`src/rtl/event_counter_pkg.sv`:
```
// Shared definitions for the event_counter slice: FSM state encoding and
// default widths.
package event_counter_pkg;

  localparam int DEF_WIDTH = 8;
  localparam int DEF_WIN_W = 16;

  typedef enum logic [1:0] {
    IDLE  = 2'd0,
    COUNT = 2'd1,
    HOLD  = 2'd2
  } state_t;

endpackage

```
`src/rtl/event_counter_sync_edge_det.sv`:
```
// Two-flop synchronizer followed by a rising-edge detector. This block can be
// reused for any asynchronous single-bit input.
module sync_edge_det (
  input  logic clk,
  input  logic clr_n,
  input  logic async_in,
  output logic rise
);

  logic s_p0;
  logic s_p1;
  logic s_p2;

  // s_p0/s_p1 form the metastability chain; s_p2 holds the previous synced level
  always_ff @(posedge clk or negedge clr_n) begin
    if (!clr_n) begin
      s_p0 <= 1'b0;
      s_p1 <= 1'b0;
      s_p2 <= 1'b0;
    end else begin
      s_p0 <= async_in;
      s_p1 <= s_p0;
      s_p2 <= s_p1;
    end
  end

  assign rise = s_p1 & ~s_p2;

endmodule

```
`src/rtl/event_counter.sv`:
```
// Counts rising edges of an asynchronous input over a programmable window of
// clk cycles and presents the saturated result through a valid/ack handshake.
module event_counter
  import event_counter_pkg::*;
#(
  parameter int WIDTH = DEF_WIDTH,
  parameter int WIN_W = DEF_WIN_W
) (
  input  logic             clk,
  input  logic             clr_n,
  input  logic             event_in,
  input  logic             start,
  input  logic [WIN_W-1:0] window,
  input  logic             ack,
  output logic [WIDTH-1:0] count,
  output logic             overflow,
  output logic             valid,
  output logic             busy
);

  state_t           state;
  logic [WIN_W-1:0] timer;
  logic [WIDTH-1:0] acc;
  logic             ovf;
  logic             rise;
  logic [WIDTH:0]   inc_res;

  // Returns {saturated, next_value}; at full scale an increment is absorbed.
  function automatic logic [WIDTH:0] sat_inc(input logic [WIDTH-1:0] a,
                                             input logic             inc);
    if (inc && (a == {WIDTH{1'b1}}))
      return {1'b1, a};
    else
      return {1'b0, a + WIDTH'(inc)};
  endfunction

  sync_edge_det u_sync_edge_det (
    .clk      (clk),
    .clr_n    (clr_n),
    .async_in (event_in),
    .rise     (rise)
  );

  assign inc_res = sat_inc(acc, rise);

  always_ff @(posedge clk or negedge clr_n) begin
    if (!clr_n) begin
      state    <= IDLE;
      timer    <= '0;
      acc      <= '0;
      ovf      <= 1'b0;
      count    <= '0;
      overflow <= 1'b0;
      valid    <= 1'b0;
      busy     <= 1'b0;
    end else begin
      case (state)
        IDLE: begin
          if (start && (window != '0)) begin
            timer <= window;
            acc   <= '0;
            ovf   <= 1'b0;
            busy  <= 1'b1;
            state <= COUNT;
          end
        end
        COUNT: begin
          timer <= timer - WIN_W'(1);
          // Last window cycle: fold this cycle's edge straight into the capture
          if (timer == WIN_W'(1)) begin
            count    <= inc_res[WIDTH-1:0];
            overflow <= ovf | inc_res[WIDTH];
            valid    <= 1'b1;
            state    <= HOLD;
          end else begin
            acc <= inc_res[WIDTH-1:0];
            ovf <= ovf | inc_res[WIDTH];
          end
        end
        HOLD: begin
          if (ack) begin
            valid <= 1'b0;
            busy  <= 1'b0;
            state <= IDLE;
          end
        end
        default: state <= IDLE;
      endcase
    end
  end

endmodule

```
`config.mk`:
```
export PLATFORM = sky130hd
export DESIGN_NAME = event_counter
export DESIGN_NICKNAME = d
export VERILOG_FILES = /design/src/rtl/event_counter_pkg.sv /design/src/rtl/event_counter_sync_edge_det.sv /design/src/rtl/event_counter.sv
export SDC_FILE = /design/constraint.sdc
export NUM_CORES = 1
export LEC_CHECK = 0
export CELL_PAD_IN_SITES_DETAIL_PLACEMENT = 0
export CELL_PAD_IN_SITES_GLOBAL_PLACEMENT = 1
export CORE_ASPECT_RATIO = 0.6
export CORE_UTILIZATION = 25
export DETAILED_ROUTE_END_ITERATION = 12
export HOLD_SLACK_MARGIN = 0.12
export PLACE_DENSITY_LB_ADDON = 0.1
export SLEW_MARGIN = 15
export SYNTH_ARGS = -nofsm -noshare
export SYNTH_HDL_FRONTEND = slang
export SYNTH_SLANG_ARGS = --single-unit
```
`constraint.sdc`:
```
create_clock -name clk -period 1.8 [get_ports clk]
set_clock_uncertainty 0.05 [all_clocks]
set_input_delay 0.18 -clock clk [delete_from_list [all_inputs] [get_ports clk]]
set_output_delay 0.18 -clock clk [all_outputs]
set_load 0.02 [all_outputs]
```
==> impl_metrics.tcl, run 1 <==
set metrics [dict create \
    status "complete, but fails checks" \
    violations "setup timing" \
    synthTopCellsByArea "dfrtp_1, nand2_1, o211ai_1" \
    h-tree-depth 2 \
    timing.rr.start "state[1]" \
    ys_seq_area_share_pct 48.7 \
    fin_ws_ns -0.119 \
    vdd_drop_max_mv 0.434 \
    synth_compound_area_share_pct 16.3 \
    drive_gt1_share_pct 42.3 \
    n_antenna_cell 0 \
    crit_path_end "timer[9]" \
    busiest_layer "met1" \
    ys_ff_latch 41 \
    crit_chain "or4b_4, or3_4, nor2_4, a21oi_2, a221o_1" \
    async_flop_share_pct 100 \
    switchingPower_w 0.00149 \
    p_comb_share_pct 42.0 \
    cts.sinks 41 \
    clockBufferDepth 2 \
    r2r_cells 5 \
    sw_frac_of_total_pct 34.3 \
    r2r-end "timer[9]" \
    grt_usage_pct 15.5 \
    cp.required_ns 1.92 \
    worstMarginPinSlew_ns 0.504 \
    start_util_pct 26.3 \
    synth_top_family_by_area "simple AND/OR/NAND/NOR gates" \
    power_frac_clock_pct 24.7 \
    ant_nets 0 \
    regArea_um2 1030 \
    critPathLaunch "state[1]" \
    power_leakage_nw 1.46 \
    p_per_area_nw_per_um2 1230 \
    synth_cell_types 45 \
    p_int_w 0.00286 \
    core_area_um2 8010 \
    cp_max_fo 2 \
    max_slew_margin_pct 66.4 \
    gr-usage-met2_pct 18.3 \
    syn_avg_cell_area_um2 9.67 \
    cp-end-kind "flip-flop" \
    dp_slack_ns -0.183 \
    use_met1_pct 25.9 \
    insertion_delay_ns 0.29 \
    setup_viol_count_final 10 \
    routed_wl_um 6570 \
    yosys.area_share.adder_pct 2.37 \
    cpPeakStageDelay_ns 0.52 \
    ys.flop_type "dfrtp_1" \
    cts_tree "yes" \
    rrSetupSlack_ns -0.12 \
    synth_top_area_share_pct 48.7 \
    synth_edf_count 0 \
    drtIter0Drc 90 \
    finalCritPeriodShare_pct 107 \
    grt-ovfl-total 0 \
    min_period_ns 1.92 \
    dieArea_um2 8820 \
    p_total_w 0.00435 \
    antenna_found_initial 0 \
    synth_fp_nets 243 \
    min_path_type "input pin to flip-flop" \
    maxSlewViolCount 0 \
    multi_input_area_um2 1300 \
    numCtsBuffers 5 \
    muxShareOfSynthArea_pct 0.475 \
    synth-xor-area-share_pct 1.66 \
    synth_simple_gate_area_share_pct 27.6 \
    rsz0062_at_grt "yes" \
    hold_viol 0 \
    setup_tns_ns -0.472 \
    path_clk_slew_ns 0.06 \
    gp_congestion 0.743 \
    grt_pass1_wl_um 10200 \
    fillers 813 \
    post_drt_wl_per_cell_um 15.4 \
    crit_arrival_ns 2.04 \
    vias_per_cell 4.65 \
    critical_path_class "flip-flop to flip-flop" \
    fp.dieH_um 73.1 \
    port_buffers 31 \
    use_met3_pct 3.75 \
    cts-root-buf "clkbuf_16" \
    rows 25 \
    yosys-top-cells-count "dfrtp_1, nand2_1, nor2_1" \
    synth_top_area_cell "dfrtp_1" \
    dpl.hpwl_um 4710 \
    synth_cells 218 \
    grt_max_degree 24 \
    yosysMostFrequentCell "dfrtp_1" \
    maxCapViolations 0 \
    drc_errors 0 \
    nNetsFinal 341 \
    start_kind "flip-flop" \
    vias 1976 \
    seq_power_share_pct 33.2 \
    max_freq_mhz 521 \
    grt_pass1_vias 1860 \
    area_growth_pct 67.4 \
    hold_path_depth 1 \
    crit_slowest_cell "or4b_4" \
    synth_warnings 0 \
    syn_area_um2 2110 \
    io_pins 32 \
    die_w_um 121 \
    firstDrtPassIters 4 \
]
## layout by cell type, fill, tap and decap left out, types with 5 or more instances in the layout
cell             synthesis  final
or3_4                    1      7
nor2_1                  17     16
nand2_1                 32     27
o211ai_1                 9      9
buf_6                    0     12
o21ai_0                  8      5
clkdlybuf4s50_1          0     30
clkbuf_16                0      5
nand2_2                  0      5
nand3_1                 13      8
nand3_2                  0      5
dfrtp_1                 41     41
nor3_1                   7      5
buf_4                    0     53
o21ai_2                  0      6
## how the worst min path moves through the flow
stage	from	to	slack (ns)
after detailed placement	clr_n	timer[4]	0.13
after CTS	event_in	u_sync_edge_det.s_p0	0.28
after floorplan	clr_n	acc[0]	-0.17
after global placement	clr_n	timer[4]	0.14
after global routing	event_in	u_sync_edge_det.s_p0	0.30
final	event_in	u_sync_edge_det.s_p0	0.28
## critical path, delay by kind of cell, from the launching register on
| kind | cells | cell delay (ns) |
|---|---|---|
| DFF | 1 | 0.41 |
| AOI/OAI and AO/OA | 2 | 0.34 |
| and+or+nand+nor | 3 | 0.99 |
## registers in the layout (all words and copies together) (netlist names)
| name | count |
|---|---|
| overflow | 1 |
| u_sync_edge_det.s_p0 | 1 |
| count | 8 |
| acc | 8 |
| busy | 1 |
| ovf | 1 |
| u_sync_edge_det.s_p2 | 1 |
| state | 2 |
| u_sync_edge_det.s_p1 | 1 |
| timer | 16 |
| valid | 1 |
## repair_timing
item / in CTS / in global routing
endpoints found under the setup margin: 20 / 36
hold endpoints to repair: 18 / 0
pin swaps: 8 / 29
setup buffers: 4 / 7
gates resized for setup: 22 / 55
cloned: 0 / 3
hold buffers: 1 / 0
## layout make-up
| type | count | area share (%) |
|---|---|---|
| well taps | 108 | 3.83 |
| inverters | 5 | 0.603 |
| clock buffers | 6 | 3.93 |
| repair buffers | 98 | 24.6 |
| flip-flops and latches | 41 | 29.1 |
| multi-input cells | 165 | 36.9 |
| clock inverters | 2 | 1.06 |
## metal layers
metal  share of wire (%)  vias up
met5                   0        -
met4                0.88        0
met3                 4.2        5
met2                  34       38
met1                  60      922
li1                    -     1011
## power groups by stage
stage	Combinational [W]	Clock [W]	Sequential, W
2_1_floorplan	0.000636	0	0.00145
3_3_place_gp	0.00146	0	0.00145
3_5_place_dp	0.00146	0	0.00144
4_1_cts	0.00164	0.00110	0.00143
5_1_grt	0.00200	0.00114	0.00148
6_report	0.00183	0.00108	0.00144
## per-stage QoR
| stage | instance area [µm²] | utilization [%] | hold WS [ns] | instances |
|---|---|---|---|---|
| final | 3530 | 44.1 | 0.280 | 425 |
| after global routing | 3530 | 44.1 | 0.298 | 425 |
| after CTS | 3270 | 40.8 | 0.276 | 420 |
| after detailed placement | 2970 | 37.1 | 0.131 | 407 |
| after global placement | 2970 | 37.1 | 0.139 | 407 |
| after floorplan | 2120 | - | -0.166 | 218 |
## cell families after synthesis
family                   after synthesis
buffers and inverters                 15
AND/OR/NAND/NOR                      104
AO/OA/AOI/OAI                         49
flip-flops                            41
adder cells (fa/ha/maj)                4
XOR/XNOR                               4
multiplexers                           1
Power figures use the tool's default switching activity.
==> run 2: changes to the inputs <==
--- a/config.mk
+++ b/config.mk
@@ -12,7 +12,7 @@
 export DETAILED_ROUTE_END_ITERATION = 12
 export HOLD_SLACK_MARGIN = 0.12
 export PLACE_DENSITY_LB_ADDON = 0.1
-export SLEW_MARGIN = 15
+export SLEW_MARGIN = 10
 export SYNTH_ARGS = -nofsm -noshare
 export SYNTH_HDL_FRONTEND = slang
 export SYNTH_SLANG_ARGS = --single-unit
==> results of run 2 <==
Same layout as run 1: the final DEF is identical, and so are final timing and power.
==> run 3: changes to the inputs <==
--- a/config.mk
+++ b/config.mk
@@ -11,7 +11,7 @@
 export CORE_UTILIZATION = 25
 export DETAILED_ROUTE_END_ITERATION = 12
 export HOLD_SLACK_MARGIN = 0.12
-export PLACE_DENSITY_LB_ADDON = 0.1
+export PLACE_DENSITY = 0.57
 export SLEW_MARGIN = 10
 export SYNTH_ARGS = -nofsm -noshare
 export SYNTH_HDL_FRONTEND = slang
==> run 3 against run 2 <==
Against the previous run:
- the flow still finishes with violations (setup timing)
- highest routed layer unchanged
- clock-buffer cell count stayed put
- utilization is 0.16 points lower
- clock power hardly changed
- design area is 0.35% lower
==> impl_metrics.tcl, run 3 (same netlist as run 1, synthesis figures left out) <==
set metrics [dict create \
    cts-root-buf "clkbuf_16" \
    dpl.hpwl_um 4490 \
    vias 1984 \
    nNetsFinal 335 \
    worstMarginPinSlew_ns 0.529 \
    insertion_delay_ns 0.29 \
    fp.dieH_um 73.1 \
    status "complete, but fails checks" \
    mostFrequentLayoutCell "buf_4" \
    switchingPower_w 0.00144 \
    cpPeakStageDelay_ns 0.54 \
    path_clk_slew_ns 0.06 \
    rows 25 \
    sw_frac_of_total_pct 34.0 \
    cp-end-kind "flip-flop" \
    timing.rr.start "timer[0]" \
    crit_slowest_cell "or4b_4" \
    max_freq_mhz 519 \
    power_leakage_nw 1.46 \
    min_path_type "input pin to flip-flop" \
    start_kind "flip-flop" \
    antenna_found_initial 0 \
    io_pins 32 \
    largest_reg_flops 16 \
    cp.required_ns 1.92 \
    regArea_um2 1030 \
    clockBufferDepth 2 \
    hold_path_depth 1 \
    grt-ovfl-total 0 \
    power_frac_clock_pct 25.7 \
    stdcell_count 419 \
    violations "setup timing" \
    cts_tree "yes" \
    post_drt_wl_per_cell_um 15.1 \
    r2r-end "timer[9]" \
    place_inst 404 \
    setup_tns_ns -0.671 \
    crit_arrival_ns 2.05 \
    min_to "u_sync_edge_det.s_p0" \
    mostFrequentLayoutCells "buf_4, dfrtp_1, clkdlybuf4s50_1" \
    ant_nets 0 \
    r2r_cells 5 \
    vias_per_cell 4.74 \
    fillers 801 \
    finalCritPeriodShare_pct 107 \
    fin_ws_ns -0.127 \
    n_antenna_cell 0 \
    gp_congestion 0.772 \
    seq_power_share_pct 34.7 \
    min_period_ns 1.93 \
    grt_pass1_wl_um 9800 \
    area_growth_pct 66.8 \
    routed_wl_um 6330 \
    grt_usage_pct 14.8 \
    start_util_pct 26.3 \
    firstDrtPassIters 4 \
    cp_max_fo 2 \
    maxSlewViolCount 0 \
    max_slew_margin_pct 64.7 \
    die_w_um 121 \
    h-tree-depth 2 \
    rrSetupSlack_ns -0.13 \
    grt_max_degree 23 \
    crit_chain "or4b_4, or3_4, nor2_4, a21oi_2, a221o_1" \
    grt_pass1_vias 1855 \
    drive_gt1_share_pct 40.5 \
    multi_input_area_um2 1280 \
    largest_register "timer" \
    core_area_um2 8010 \
    p_int_w 0.00279 \
    vdd_drop_max_mv 0.493 \
    hold_viol 0 \
    port_buffers 31 \
    cts.sinks 41 \
    dieArea_um2 8820 \
    maxCapViolations 0 \
    setup_viol_count_final 15 \
    numCtsBuffers 5 \
    critical_path_class "flip-flop to flip-flop" \
    top_regs "timer: 16 flops, acc: 8 flops, count: 8 flops" \
    p_per_area_nw_per_um2 1200 \
    p_comb_share_pct 39.6 \
    drc_errors 0 \
    drtIter0Drc 80 \
    rsz0062_at_grt "yes" \
    hold_start "event_in" \
]
## run 3: changes by cell type in the layout (fill, tap and decap cells not counted), moves of 3 or more
| cell | before | now |
|---|---|---|
| o21ai_1 | 3 | 6 |
| or3_4 | 7 | 4 |
| nand2_1 | 27 | 23 |
| buf_6 | 12 | 7 |
| nand3_2 | 5 | 1 |
| nand3_1 | 8 | 12 |
## run 3: worst max path at each step
| stage | from | endpoint | slack (ns) | cells after the start |
|---|---|---|---|---|
| floorplan | timer[0] | timer[9] | -0.15 | 5 |
| global placement | window[6] | timer[8] | -0.37 | 8 |
| detailed placement | window[6] | timer[11] | -0.35 | 8 |
| CTS | state[1] | timer[9] | -0.12 | 5 |
| global route | timer[0] | timer[9] | -0.19 | 6 |
| finish | timer[0] | timer[9] | -0.13 | 5 |
## run 3: per-layer routing
metal  up-vias  GRT usage (%)  share of wire [%]
met5         -              0                  0
met4         0           4.53                1.1
met3         5           3.20                4.2
met2        38           18.1                 36
met1       943           24.4                 59
li1        998              -                  -
## run 3: layout make-up
class / count / area share [%]
repair buffers: 95 / 24.9
clock buffers: 6 / 3.95
multi-input cells: 162 / 36.5
clock inverters: 2 / 1.07
flip-flops and latches: 41 / 29.2
inverters: 5 / 0.605
well taps: 108 / 3.84
## run 3: power groups by stage
stage	registers [W]	clock network [W]	logic (W)
global placement	0.00145	0	0.00135
detailed placement	0.00145	0	0.00136
finish	0.00147	0.00109	0.00167
global route	0.00150	0.00116	0.00183
CTS	0.00144	0.00111	0.00145
floorplan	0.00145	0	0.000636
## run 3: critical path, delay by kind of cell, from the launching register on
kind            cells  cell delay [ns]
flops               1             0.40
compound gates      2             0.35
simple gates        3             1.01
## run 3: metrics by stage
step / hold slack [ns] / utilization (%) / area, µm² / setup slack [ns] / total power (W)
2_1_floorplan: -0.166 / - / 2120 / -0.148 / 0.00208
3_3_place_gp: 0.144 / 36.8 / 2950 / -0.367 / 0.00280
3_5_place_dp: 0.147 / 36.8 / 2950 / -0.351 / 0.00281
4_1_cts: 0.291 / 40.0 / 3200 / -0.120 / 0.00400
5_1_grt: 0.289 / 43.9 / 3520 / -0.192 / 0.00448
6_report: 0.296 / 43.9 / 3520 / -0.127 / 0.00423
## run 3: timing repair
item	in CTS	in global routing
setup endpoints to repair	29	36
pin swaps	5	28
buffers inserted	2	3
hold buffers	1	0
hold endpoints to repair	19	0
resized for setup	17	58
gates cloned	0	2
